--- config.mk ---
export PLATFORM = sky130hd
export DESIGN_NAME = bit_4_divider
export DESIGN_NICKNAME = d
export VERILOG_FILES = /design/src/rtl/bit_4_divider.sv
export SDC_FILE = /design/constraint.sdc
export NUM_CORES = 1
export LEC_CHECK = 0
export CAP_MARGIN = 20
export CORE_ASPECT_RATIO = 1.5
export CORE_UTILIZATION = 45
export CTS_CLUSTER_DIAMETER = 150
export DETAILED_ROUTE_END_ITERATION = 10
export PLACE_DENSITY = 0.72
export SYNTH_ARGS = -nofsm -noshare
export SYNTH_HDL_FRONTEND = slang
export SYNTH_SLANG_ARGS = --single-unit
--- constraint.sdc ---
create_clock -name clk -period 1.6 [get_ports clk]
set_input_delay 0.4 -clock clk [delete_from_list [all_inputs] [get_ports clk]]
set_output_delay 0.4 -clock clk [all_outputs]
set_load 0.02 [all_outputs]
--- src/rtl/bit_4_divider.sv ---
// Sequential 4-bit unsigned restoring divider: one quotient bit per clock,
// start/done handshake, registered quotient/remainder held between operations.
module bit_4_divider (
  input  logic       clk,
  input  logic       rst_n,
  input  logic       start,
  input  logic [3:0] divident,
  input  logic [3:0] divisor,
  output logic [3:0] q,
  output logic [3:0] r,
  output logic       busy,
  output logic       done,
  output logic       div_by_zero
);

  typedef enum logic {IDLE, RUN} state_t;

  state_t     state;
  logic [3:0] rem;
  logic [3:0] shreg;
  logic [3:0] dvs;
  logic [1:0] cnt;
  logic [4:0] step;
  logic [3:0] next_sh;

  // One restoring step: returns {quotient bit, new partial remainder}.
  // The 5-bit trial value can reach 29, but once the subtraction happens the
  // difference is below the divisor, so a 4-bit wrapping subtract is exact.
  function automatic logic [4:0] div_step(input logic [3:0] rem_in,
                                          input logic       bit_in,
                                          input logic [3:0] d);
    logic [4:0] trial;
    logic       ge;
    logic [3:0] diff;
    trial = {rem_in, bit_in};
    ge    = (trial >= {1'b0, d});
    diff  = trial[3:0] - d;
    return ge ? {1'b1, diff} : {1'b0, trial[3:0]};
  endfunction

  always_comb begin
    step    = div_step(rem, shreg[3], dvs);
    next_sh = {shreg[2:0], step[4]};
  end

  always_ff @(posedge clk or negedge rst_n) begin
    if (!rst_n) begin
      state       <= IDLE;
      rem         <= 4'd0;
      shreg       <= 4'd0;
      dvs         <= 4'd0;
      cnt         <= 2'd0;
      q           <= 4'd0;
      r           <= 4'd0;
      busy        <= 1'b0;
      done        <= 1'b0;
      div_by_zero <= 1'b0;
    end else begin
      done <= 1'b0;
      case (state)
        IDLE: begin
          if (start) begin
            dvs   <= divisor;
            shreg <= divident;
            rem   <= 4'd0;
            cnt   <= 2'd0;
            busy  <= 1'b1;
            state <= RUN;
          end
        end
        RUN: begin
          rem   <= step[3:0];
          shreg <= next_sh;
          cnt   <= cnt + 2'd1;
          // Divisor 0 always subtracts nothing: q=F, r=dividend fall out naturally.
          if (cnt == 2'd3) begin
            q           <= next_sh;
            r           <= step[3:0];
            div_by_zero <= (dvs == 4'd0);
            done        <= 1'b1;
            busy        <= 1'b0;
            state       <= IDLE;
          end
        end
      endcase
    end
  end

endmodule

# [After elaboration in Yosys (flattened, before gate mapping)]
# Index checks and enable logic that the tools add are counted.
[word_totals] ff_bits=26 in_bits=11 out_inout_bits=11 wordCells=36
[op_classes] n_addsub=2 n_lt_le_gt_ge=1 eq_ne=3 muxes=15 bitwise_logic=1 n_reduce_logical=4
[op_table] operator="$pmux W4 S2" count=2
[op_table] operator="$mux W4" count=2
[op_table] operator="$mux W1" count=6
[op_table] operator="$reduce_and A2 Y1" count=3
[op_table] operator="$ge A5 B4 Y1" count=1
[op_table] operator="$mux W5" count=1
[op_table] operator="$logic_not A4 Y1" count=1
[op_table] operator="$pmux W1 S2" count=2
[op_table] operator="$pmux W2 S2" count=1
[op_table] operator="$sub A4 B4 Y4" count=1
[op_table] operator="$add A2 B1 Y2 const B" count=1
[op_table] operator="$eq A2 B2 Y1 const B" count=1
[op_table] operator="$mux W2" count=1
[op_table] operator="$ne A2 B1 Y1 const B" count=1
[op_table] operator="$ne A2 B2 Y1 const B" count=1
[op_table] operator="$not A1 Y1" count=1

# [Logic depth before layout (Yosys ltp)]
[depth] word_depth=3 ltp_mapped=7 depth_no_buf=7

# [Least setup slack after synthesis]
# Ideal clock, no wire load.
[synth_timing] kind="register -> register" from="register rem[1]" to="register rem[0]" setup_time_ps=131 t_arrival_ps=1623 required_ps=1469 setup_slack_ps=-154 path_stages_with_launch=6 n_path_buf=0 period_less_slack_ps=1754 path_cell_list="dfrtp_1 -> ha_1 -> or2_0 -> a211o_1 -> a21oi_1 -> o32ai_2"
[synth_via] elab_chain_len=3
[synth_lines] item="start: declaration" line="19" text="logic [3:0] rem;"
[synth_lines] item="start signal: assignment" line="72" text="rem <= step[3:0];"
[synth_lines] item="$ge A5 B4 Y1" line="36" text="ge = (trial >= {1'b0, d});"
[synth_lines] item="$mux W5" line="38" text="return ge ? {1'b1, diff} : {1'b0, trial[3:0]};"
[synth_lines] item="$pmux W4 S2" line="60" text="case (state)"
# Every way passes these cells.
# A chain may end at the register's enable or synchronous reset.

# [Worst setup path in the final report]
# Same ends and word-level chain as after synthesis.

==> run_results.csv <==
group,metric,value,unit
synth,syn_nets,138,
synth,ys_seq_area_frac,0.518,
clock_tree,numClockSinks,26,
timing,slew_violations,0,
global_route,grt_max_degree,27,
cells_and_area,drive_above_1_share,0.351,
floorplanning,rows,23,
clock_tree,clk_path_buf_depth,2,
cells_and_area,area_growth,48.5,%
cells_and_area,final_util,0.705,
placed_design,numPortBuffers,21,
floorplanning,die_x,45.1,um
worst_setup_path,end_kind,"flip-flop",
global_route,overflow,0,
timing,setup_viol,10,
drt,drc,0,
drt,num_vias,1114,
global_route,globalRouteTotalUtil,0.247,
timing,fmax,561,MHz
global_route,grt_pass1_wl,5.24,mm
timing,final.min_clock_period,1.78,ns
synth,syn-cell-area,1260,sq um
synth,syn_inst,121,
floorplanning,core_area,2650,sq um
clock_tree,cts_root_buf,"clkbuf_8",
global_route,antenna_found_initial,0,
worst_setup_path,cp_data_arrival_time,1.97,ns
placed_design,dp.cells,194,
power_and_ir_drop,swShare,0.416,
worst_setup_path,crit_path_start_kind,"flip-flop",
placed_design,dp_slack,-0.157,ns
drt,drt_pass1_iterations,4,
power_and_ir_drop,p_sw,2110,uW
status,status,"finished with violations",
status,violations,"negative setup slack",
drt,vias_per_cell,5.43,
power_and_ir_drop,p_clk_frac,0.111,
clock_tree,postCtsHoldBufs,0,
worst_setup_path,cp.required,1.79,ns
placed_design,gp_congestion,0.866,
timing,clock_skew,0.00468,ns
drt,drt-initial-drc-count,21,
timing,slew_headroom,0.772,
cells_and_area,nets,186,
synth,synthTopCellsByCount,"26 x dfrtp_1, 16 x nand2_1, 10 x o21ai_0",
power_and_ir_drop,leakage,0.000865,uW
power_and_ir_drop,p_comb_frac,0.650,
power_and_ir_drop,power_frac_seq,0.239,
cells_and_area,stdcell_area,1870,sq um
worst_setup_path,r2r_setup_slack,-0.18,ns
floorplanning,start_util,0.474,
synth,avgSynthCellArea,10.4,sq um
power_and_ir_drop,internal-power,2960,uW
timing,finalHoldViolCount,0,
floorplanning,die_h,66.7,um
synth,postSynth.asyncResetShare,1.00,
cells_and_area,fillCellCount,214,
timing,fin_crit_sh,1.11,
synth,yosys_warnings,0,
worst_setup_path,critPathKind,"reg2reg",
cells_and_area,layoutNonFillerInstCount,205,
drt,ant_nets,0,
clock_tree,clock_latency,0.28,ns
synth,synth_edf_count,0,
clock_tree,cts.clk_slew.worst_paths,0.10,ns
placed_design,place_area,1660,sq um
synth,yosys-top-cells-area,"dfrtp_1 52%, ha_1 5.0%, nand2_1 4.8%, mux2_2 4.5%, o21ai_0 4.0%",
cells_and_area,num_antenna_cells,0,
clock_tree,h-tree-depth,1,
worst_hold_path,hp-class,"in2async",
synth,synth_top_area_share,0.518,
timing,setup_ws,-0.182,ns
clock_tree,cts_tree,"yes",
timing,worst_pin_slew,0.342,ns
global_route,grt_pass1_vias,1145,
drt,wirelength,3.45,mm
power_and_ir_drop,ir_drop,1420,uV
power_and_ir_drop,power.density,2720,nW/um^2
worst_setup_path,path_max_fanout,6,
run,drv_cap,0,
clock_tree,cts_made_buffers,3,
floorplanning,ioPinCount,22,
synth,ys_ff_latch,26,
drt,wl_per_cell,16.8,um
synth,synth.distinct_cells,36,
synth,synth_top_cell_by_area,"dfrtp_1",
synth,yosysMostFrequentCell,"dfrtp_1",
placed_design,dp.final_hpwl,2.16,mm
floorplanning,floorplan.die_area,3010,sq um
timing,tns,-1.19,ns
timing,rsz0062_at_grt,"yes",
synth,synth_top_flop_cell,"dfrtp_1",
power by group through the flow:
stage               Combinational, uW  Sequential (uW)  Clock [uW]
finish                           3300             1210         562
CTS                              2730             1200         552
global route                     3530             1250         590
detailed placement               2540             1220           0
global placement                 2470             1200           0
floorplan                        1410             1340           0
flip-flops by register name, indices dropped and copies added (netlist names):
name	cells
shreg	4
state	1
cnt	2
div_by_zero	1
dvs	4
done	1
busy	1
q	4
r	4
rem	4
logic make-up (layout without fill, tap and decap cells):
logic type | Yosys count | in the layout | synth area share
DFF | 26 | 26 | 0.518
muxes | 8 | 8 | 0.0687
buffers and inverters | 14 | 61 | 0.0428
xor gates and xnor gates | 1 | 1 | 0.00697
adders and majority gates | 6 | 6 | 0.0657
and+or+nand+nor | 35 | 35 | 0.128
AOI/OAI and AO/OA | 31 | 31 | 0.169
through the flow:
stage | hold WS [ns] | power (uW)
floorplan | 0.104 | 2750
global placement | 0.461 | 3670
detailed placement | 0.471 | 3760
CTS | 0.487 | 4480
global route | 0.507 | 5370
finish | 0.479 | 5070
worst max-delay path: stages, from the launching register on:
cell	delay, ns
dfrtp_1	0.42
ha_4	0.27
or2_4	0.25
a211o_4	0.38
and3_4	0.17
o32ai_2	0.20
layout by cell type, fill, tap and decap left out, drive strengths merged:
cell type	count
bufinv	1
dfrtp	26
nor2	7
a311o	1
nor2b	2
buf	26
a22o	1
clkinv	1
a21oi	4
nand3	3
a21o	1
ha	5
dlygate4sd2	11
fa	1
clkbuf	3
o22ai	1
nor3	2
o21ai	11
a31oi	2
mux2i	3
or2	1
a21boi	1
o21a	1
clkdlybuf4s50	10
and3	2
o31ai	4
xor2	1
mux2	5
nand2	16
a211o	1
or4	1
inv	9
a211oi	1
o32ai	2
nor4	1
area by class of cell:
cell class              count  area [sq um]  area share
well taps                  37          46.3      0.0248
repair buffers             47           395       0.212
flip-flops and latches     26           651       0.349
multi-input cells          81           664       0.356
clock inverters             1          30.0      0.0161
inverters                  10          37.5      0.0201
clock buffers               3          41.3      0.0221
per-layer routing:
layer  track usage  vias up  wire length, um
met5             0        -                0
met4         0.140        0              118
met3        0.0298       13              102
met2         0.437       43             1910
met1         0.275      539             1320
li1              -      519                -
path summary, 6_finish.rpt:
kind | start | endpoint | depth (start not counted)
worst max-delay path | rem[1] | rem[0] | 5
worst min-delay path | rst_n | rem[0] | 2
worst max register to register | rem[1] | rem[0] | 5
worst min register to register | r[3] | r[3] | 2
max in group asynchronous | rst_n | dvs[1] | 2
min in group clk | r[3] | r[3] | 2
what timing repair did:
action,CTS,global route
gates resized for setup,22,9
buffers inserted,0,7
pin swaps,3,4
setup endpoints to repair,21,10
gates cloned,0,0
No activity file was read; power rests on OpenSTA's default activity.
==> edit 1 (same settings) <==
Register the output `r` once more, without a reset; this adds one clock of latency there. The other outputs are not delayed to match.
--- a/src/rtl/bit_4_divider.sv
+++ b/src/rtl/bit_4_divider.sv
@@ -14,6 +14,8 @@
 );
 
   typedef enum logic {IDLE, RUN} state_t;
+
+  logic [3:0] r_s0;
 
   state_t     state;
   logic [3:0] rem;
@@ -51,7 +53,7 @@
       dvs         <= 4'd0;
       cnt         <= 2'd0;
       q           <= 4'd0;
-      r           <= 4'd0;
+      r_s0        <= 4'd0;
       busy        <= 1'b0;
       done        <= 1'b0;
       div_by_zero <= 1'b0;
@@ -75,7 +77,7 @@
           // Divisor 0 always subtracts nothing: q=F, r=dividend fall out naturally.
           if (cnt == 2'd3) begin
             q           <= next_sh;
-            r           <= step[3:0];
+            r_s0        <= step[3:0];
             div_by_zero <= (dvs == 4'd0);
             done        <= 1'b1;
             busy        <= 1'b0;
@@ -86,5 +88,9 @@
     end
   end
 
+  always_ff @(posedge clk) begin
+    r <= r_s0;
+  end
+
 endmodule
 
Function: changed (a bounded check fails within 10 cycles, from zero or initial values and one cycle with rst_n low).
==> edit 1 against the unedited design <==
The run still ends with negative setup slack left. Total power up 0.35%. Via count fell by 3.4%. Worst setup slack improved by 0.078 ns. Wire length decreased by 11%. Design area rose by 5.9%. Synthesized area up 10%. Combinational power shrank 6.4%. Sequential cell count increased by 4. Largest cell class is now sequential cells.
==> edit 1: results (changes against the unedited design) <==
- Met3 wire len: 79 um (was 102 um)
- Final wirelength: 3080 um (was 3450 um)
- Rel. slew slack: 77.4% (was 77.2%)
- Post-DP Area: 1780 sq um (was 1660 sq um)
- Routability cong.: 0.839 (was 0.866)
- CP Data Arrival Time: 1.85 ns (was 1.97 ns)
- Sum Neg Setup Slack: -0.513 ns (was -1.19 ns)
- Top cells by count, synth: dfrtp_1 (26), nand2_1 (13), inv_1 (10), o21ai_0 (10), nor2_1 (7) (was dfrtp_1 (26), nand2_1 (16), o21ai_0 (10))
- Worst Hold Class: reg2reg (was in2async)
- CP peak stage delay: 0.38 ns (was 0.42 ns)
- Max Clock Skew: 0.00331 ns (was 0.00468 ns)
- H-tree lvl count: 2 (was 1)
- CTS clk-pin slew, worst paths: 0.06 ns (was 0.10 ns)
- Leakage Power: 0.933 nW (was 0.865 nW)
- Final Setup Violations: 9 (was 10)
- Crit path max fanout: 5 (was 6)
- Clock share of power: 12.1% (was 11.1%)
- Layout cell share with drive strength beyond 1: 33.5% (was 35.1%)
- Violated checks: negative setup slack (unchanged)
- Hpwl dp: 2190 um (was 2160 um)
- Vias in the first global route: 1,161 (was 1,145)
- Initial DRC Count: 17 (was 21)
- Global-route met3 utilization: 5.43% (was 2.98%)
- Outcome: finished with violations (unchanged)
- Syn_nets: 142 (was 138)
- First-pass GRT wire length: 5140 um (was 5240 um)
- Worst VDD drop: 1350 uV (was 1420 uV)
- Routed length on met2: 1720 um (was 1910 um)
- Switch share: 40.5% (was 41.6%)
- Most common cell in the synthesized netlist: dfrtp_1 (unchanged)
- Final WS setup: -0.104 ns (was -0.182 ns)
- TritonCTS buffer count: 5 (was 3)
- Async SR Flop Fraction: 86.7% (was 100%)
- P_clk: 0.617 mW (was 0.562 mW)
- Register area share after synthesis: 52.8% (was 51.8%)
- Clk_lat worst skew: 0.28 ns (about the same)
- Total GRT Usage: 22.3% (was 24.7%)
- Vias: 1,076 (was 1,114)
- Combinational group share of total power: 60.7% (was 65.0%)
- Port Buf Inserts: 21 (unchanged)
- Top_reg_cell synth: dfrtp_1 (unchanged)
- M1 WL: 1140 um (was 1320 um)
- Met2 usage: 34.6% (was 43.7%)
- FILL cells: 235 (was 214)
- N_diodes: 0 (unchanged)
- Post-synth cell types: 39 (was 36)
- Synth area leaders: dfrtp_1 (47%), dfxtp_1 (5.8%), ha_1 (4.5%) (was dfrtp_1 (52%), ha_1 (5.0%), nand2_1 (4.8%))
- Reg2reg path depth: 6 (was 5)
- Met1 usage: 25.7% (was 27.5%)
- Number of iterations in the first detailed-routing pass: 4 (unchanged)
edit 1: cell count changes after synthesis, sizes merged, moves of 2 or more:
cell	change
clkbuf	-2
dfxtp	+4
a31o	+2
buf	+2
nand2	-2
edit 1: worst register-to-register path: stages (launching register included):
cell     delay, ns
dfrtp_1       0.38
inv_2         0.08
ha_4          0.21
or2_4         0.25
a211o_4       0.38
a21oi_4       0.17
o32ai_2       0.10
edit 1: logic make-up after synthesis:
logic type | after synthesis | synth area share [%]
adder cells (fa/ha/maj) | 6 | 5.97
flip-flops | 30 | 52.8
AND/OR/NAND/NOR | 35 | 13.4
buffers and inverters | 14 | 4.07
multiplexers | 8 | 6.24
XOR/XNOR | 1 | 0.633
AO/OA/AOI/OAI | 31 | 16.9
edit 1: cell type report:
cell class | instances | area (sq um) | area share, %
Clock buffer | 7 | 86.3 | 4.37
Clock inverter | 1 | 5.00 | 0.253
Inverter | 10 | 37.5 | 1.90
Multi-Input combinational cell | 81 | 704 | 35.7
Sequential cell | 30 | 731 | 37.0
Tap cell | 39 | 48.8 | 2.47
Timing Repair Buffer | 41 | 363 | 18.4
edit 1: final timing paths:
kind                       slack, ns      end  startpoint
max                            -0.10   rem[2]      dvs[2]
min                             0.37     r[0]     r_s0[0]
max reg2reg                    -0.10   rem[2]      dvs[2]
min reg2reg                     0.37     r[0]     r_s0[0]
max in group asynchronous       0.85  r_s0[2]       rst_n
min in group asynchronous       0.49    state       rst_n
edit 1: per-stage QoR:
stage / instances / hold WS (ns)
floorplan: 125 / 0.104
global placement: 200 / 0.349
detailed placement: 200 / 0.357
CTS: 208 / 0.368
global route: 209 / 0.382
finish: 209 / 0.367
edit 1: repair_timing:
action	4_1_cts	5_1_grt
setup buffers	0	1
pin swaps	5	5
resized for setup	18	10
hold endpoints to repair	0	0
endpoints found under the setup margin	15	14
==> edit 2 (config.mk and constraints unchanged) <==
Made on the original files. Register the inputs `start`, `divident` and `divisor` before use, without a reset. The logic sees them one clock later. Comments in the files are not updated.
--- a/src/rtl/bit_4_divider.sv
+++ b/src/rtl/bit_4_divider.sv
@@ -14,6 +14,16 @@
 );
 
   typedef enum logic {IDLE, RUN} state_t;
+
+  logic start_q;
+  logic [3:0] divident_q;
+  logic [3:0] divisor_q;
+
+  always_ff @(posedge clk) begin
+    start_q    <= start;
+    divident_q <= divident;
+    divisor_q  <= divisor;
+  end
 
   state_t     state;
   logic [3:0] rem;
@@ -59,9 +69,9 @@
       done <= 1'b0;
       case (state)
         IDLE: begin
-          if (start) begin
-            dvs   <= divisor;
-            shreg <= divident;
+          if (start_q) begin
+            dvs   <= divisor_q;
+            shreg <= divident_q;
             rem   <= 4'd0;
             cnt   <= 2'd0;
             busy  <= 1'b1;
Formal check against the unedited RTL: not equivalent (a bounded check fails within 4 cycles, from zero or initial values and one cycle with rst_n low).
==> edit 2 against the unedited design <==
The run still ends with negative setup slack left. Wire length decreased by 7.0%. Count of clock-buffer cells in the layout is 2 higher. Clock power up 39%. Worst setup slack improved by 0.095 ns. Combinational power decreased by 5%. Synthesized area up 18%. Worst hold slack got worse by 0.033 ns. Sequential cell count up 9. Total power is 5.9% higher. Die area increased by 17%. Design area is 13% higher. Synthesized cell count up 8.3%. Critical path type unchanged. Critical endpoint is now rem[2].
==> edit 2: results (changes against the unedited design) <==
- Post-Place Setup Slack: -0.105 ns (was -0.157 ns)
- Routability cong.: 0.883 (was 0.866)
- Mux cell area share after synthesis: 5.83% (was 6.87%)
- TritonCTS buffer count: 5 (was 3)
- Post-synthesis compound-gate area fraction: 15.4% (was 16.9%)
- Post-Synth XOR/XNOR Area: 0.591% (was 0.697%)
- Final WS setup: -0.0869 ns (was -0.182 ns)
- Cells after DPL: 203 (was 194)
- Worst Hold Class: reg2reg (was in2async)
- Sw Pwr: 2.09 mW (was 2.11 mW)
- Post-synth cell types: 39 (was 36)
- Top cells by count, synth: dfrtp_1 (26), nand2_1 (14), dfxtp_1 (9), inv_1 (9), o21ai_0 (9) (was dfrtp_1 (26), nand2_1 (16), o21ai_0 (10))
- Vias in the first global route: 1,213 (was 1,145)
- Register area share after synthesis: 56.1% (was 51.8%)
- Initial DRC Count: 11 (was 21)
- Async SR Flop Fraction: 74.3% (was 100%)
- First-pass GRT wire length: 5280 um (was 5240 um)
- Max Clock Skew: 0.0103 ns (was 0.00468 ns)
- CP Data Arrival Time: 1.85 ns (was 1.97 ns)
- Vias: 1,139 (was 1,114)
- Syn_nets: 148 (was 138)
- Synthesized-area fraction occupied by adder cells: 5.57% (was 6.57%)
- Rel. slew slack: 77.9% (was 77.2%)
- Syn_area_per_cell: 11.3 sq um (was 10.4 sq um)
- Outcome: finished with violations (unchanged)
- Layout cell share with drive strength beyond 1: 34.8% (was 35.1%)
- Total GRT Usage: 20.3% (was 24.7%)
- Worst VDD drop: 1620 uV (was 1420 uV)
- Crit path max fanout: 5 (was 6)
- Final Setup Violations: 10 (unchanged)
- Average wire per standard cell: 14.5 um (was 16.8 um)
- Violated checks: negative setup slack (unchanged)
- Final std cells w/o fill: 221 (was 205)
- CTS clk-pin slew, worst paths: 0.08 ns (was 0.10 ns)
[edit 2: changes by cell type after synthesis, sizes merged, moves of 2 or more]
cell	unedited run	this run
dfxtp	0	9
a31o	0	2
buf	1	3
clkbuf	3	1
o21ai	11	13
[edit 2: repair_timing]
action | CTS | global route
gates resized for setup | 24 | 4
endpoints found under the setup margin | 21 | 10
pin swaps | 8 | 5
buffers inserted | 8 | 2
[edit 2: final timing paths]
| check | from | to | slack [ns] | cells past startpoint |
|---|---|---|---|---|
| worst max-delay path | rem[1] | rem[2] | -0.09 | 5 |
| worst min-delay path | divisor_q[3] | dvs[3] | 0.45 | 2 |
| worst max register to register | rem[1] | rem[2] | -0.09 | 5 |
| worst min register to register | divisor_q[3] | dvs[3] | 0.45 | 2 |
| max in group asynchronous | rst_n | rem[0] | 0.86 | 2 |
| min in group asynchronous | rst_n | r[1] | 0.48 | 2 |
[edit 2: metal layers]
layer | vias to the layer above | routed length [um] | GRT usage [%]
li1 | 552 | - | -
met1 | 552 | 1230 | 20.2
met2 | 26 | 1790 | 38.1
met3 | 9 | 96 | 4.82
met4 | 0 | 84 | 11.1
met5 | - | 0 | 0
[edit 2: tightest hold or removal path, delay by kind of cell (launching register included)]
kind / cells / cell delay, ns
flip-flops: 1 / 0.31
AO/OA/AOI/OAI: 1 / 0.06
AND/OR/NAND/NOR: 1 / 0.04
[edit 2: area by class of cell]
class	instances	area [sq um]
repair buffers	46	388
clock buffers	5	68.8
flip-flops and latches	35	831
well taps	40	50.0
inverters	10	37.5
multi-input cells	82	686
fillers	258	1050
clock inverters	3	43.8
[edit 2: cell families (layout without fill, tap and decap cells)]
group           count (synthesis)  in the layout
fa+ha+maj                       6              6
simple gates                   36             36
xor+xnor                        1              1
flops                          35             35
mux                             8              8
buf+inv                        14             64
compound gates                 31             31
[edit 2: power by group through the flow]
| stage | clock network [mW] | logic, mW | registers (mW) |
|---|---|---|---|
| 6_report | 0.781 | 3.12 | 1.47 |
| 5_1_grt | 0.831 | 3.37 | 1.52 |
| 4_1_cts | 0.802 | 2.92 | 1.47 |
| 3_5_place_dp | 0 | 2.56 | 1.48 |
| 3_3_place_gp | 0 | 2.48 | 1.47 |
| 2_1_floorplan | 0 | 1.54 | 1.60 |
[edit 2: through the flow]
| step | hold slack (ns) | cell area, sq um |
|---|---|---|
| floorplan | 0.104 | 1500 |
| global placement | 0.428 | 1850 |
| detailed placement | 0.428 | 1850 |
| CTS | 0.448 | 2070 |
| global route | 0.483 | 2100 |
| finish | 0.446 | 2100 |
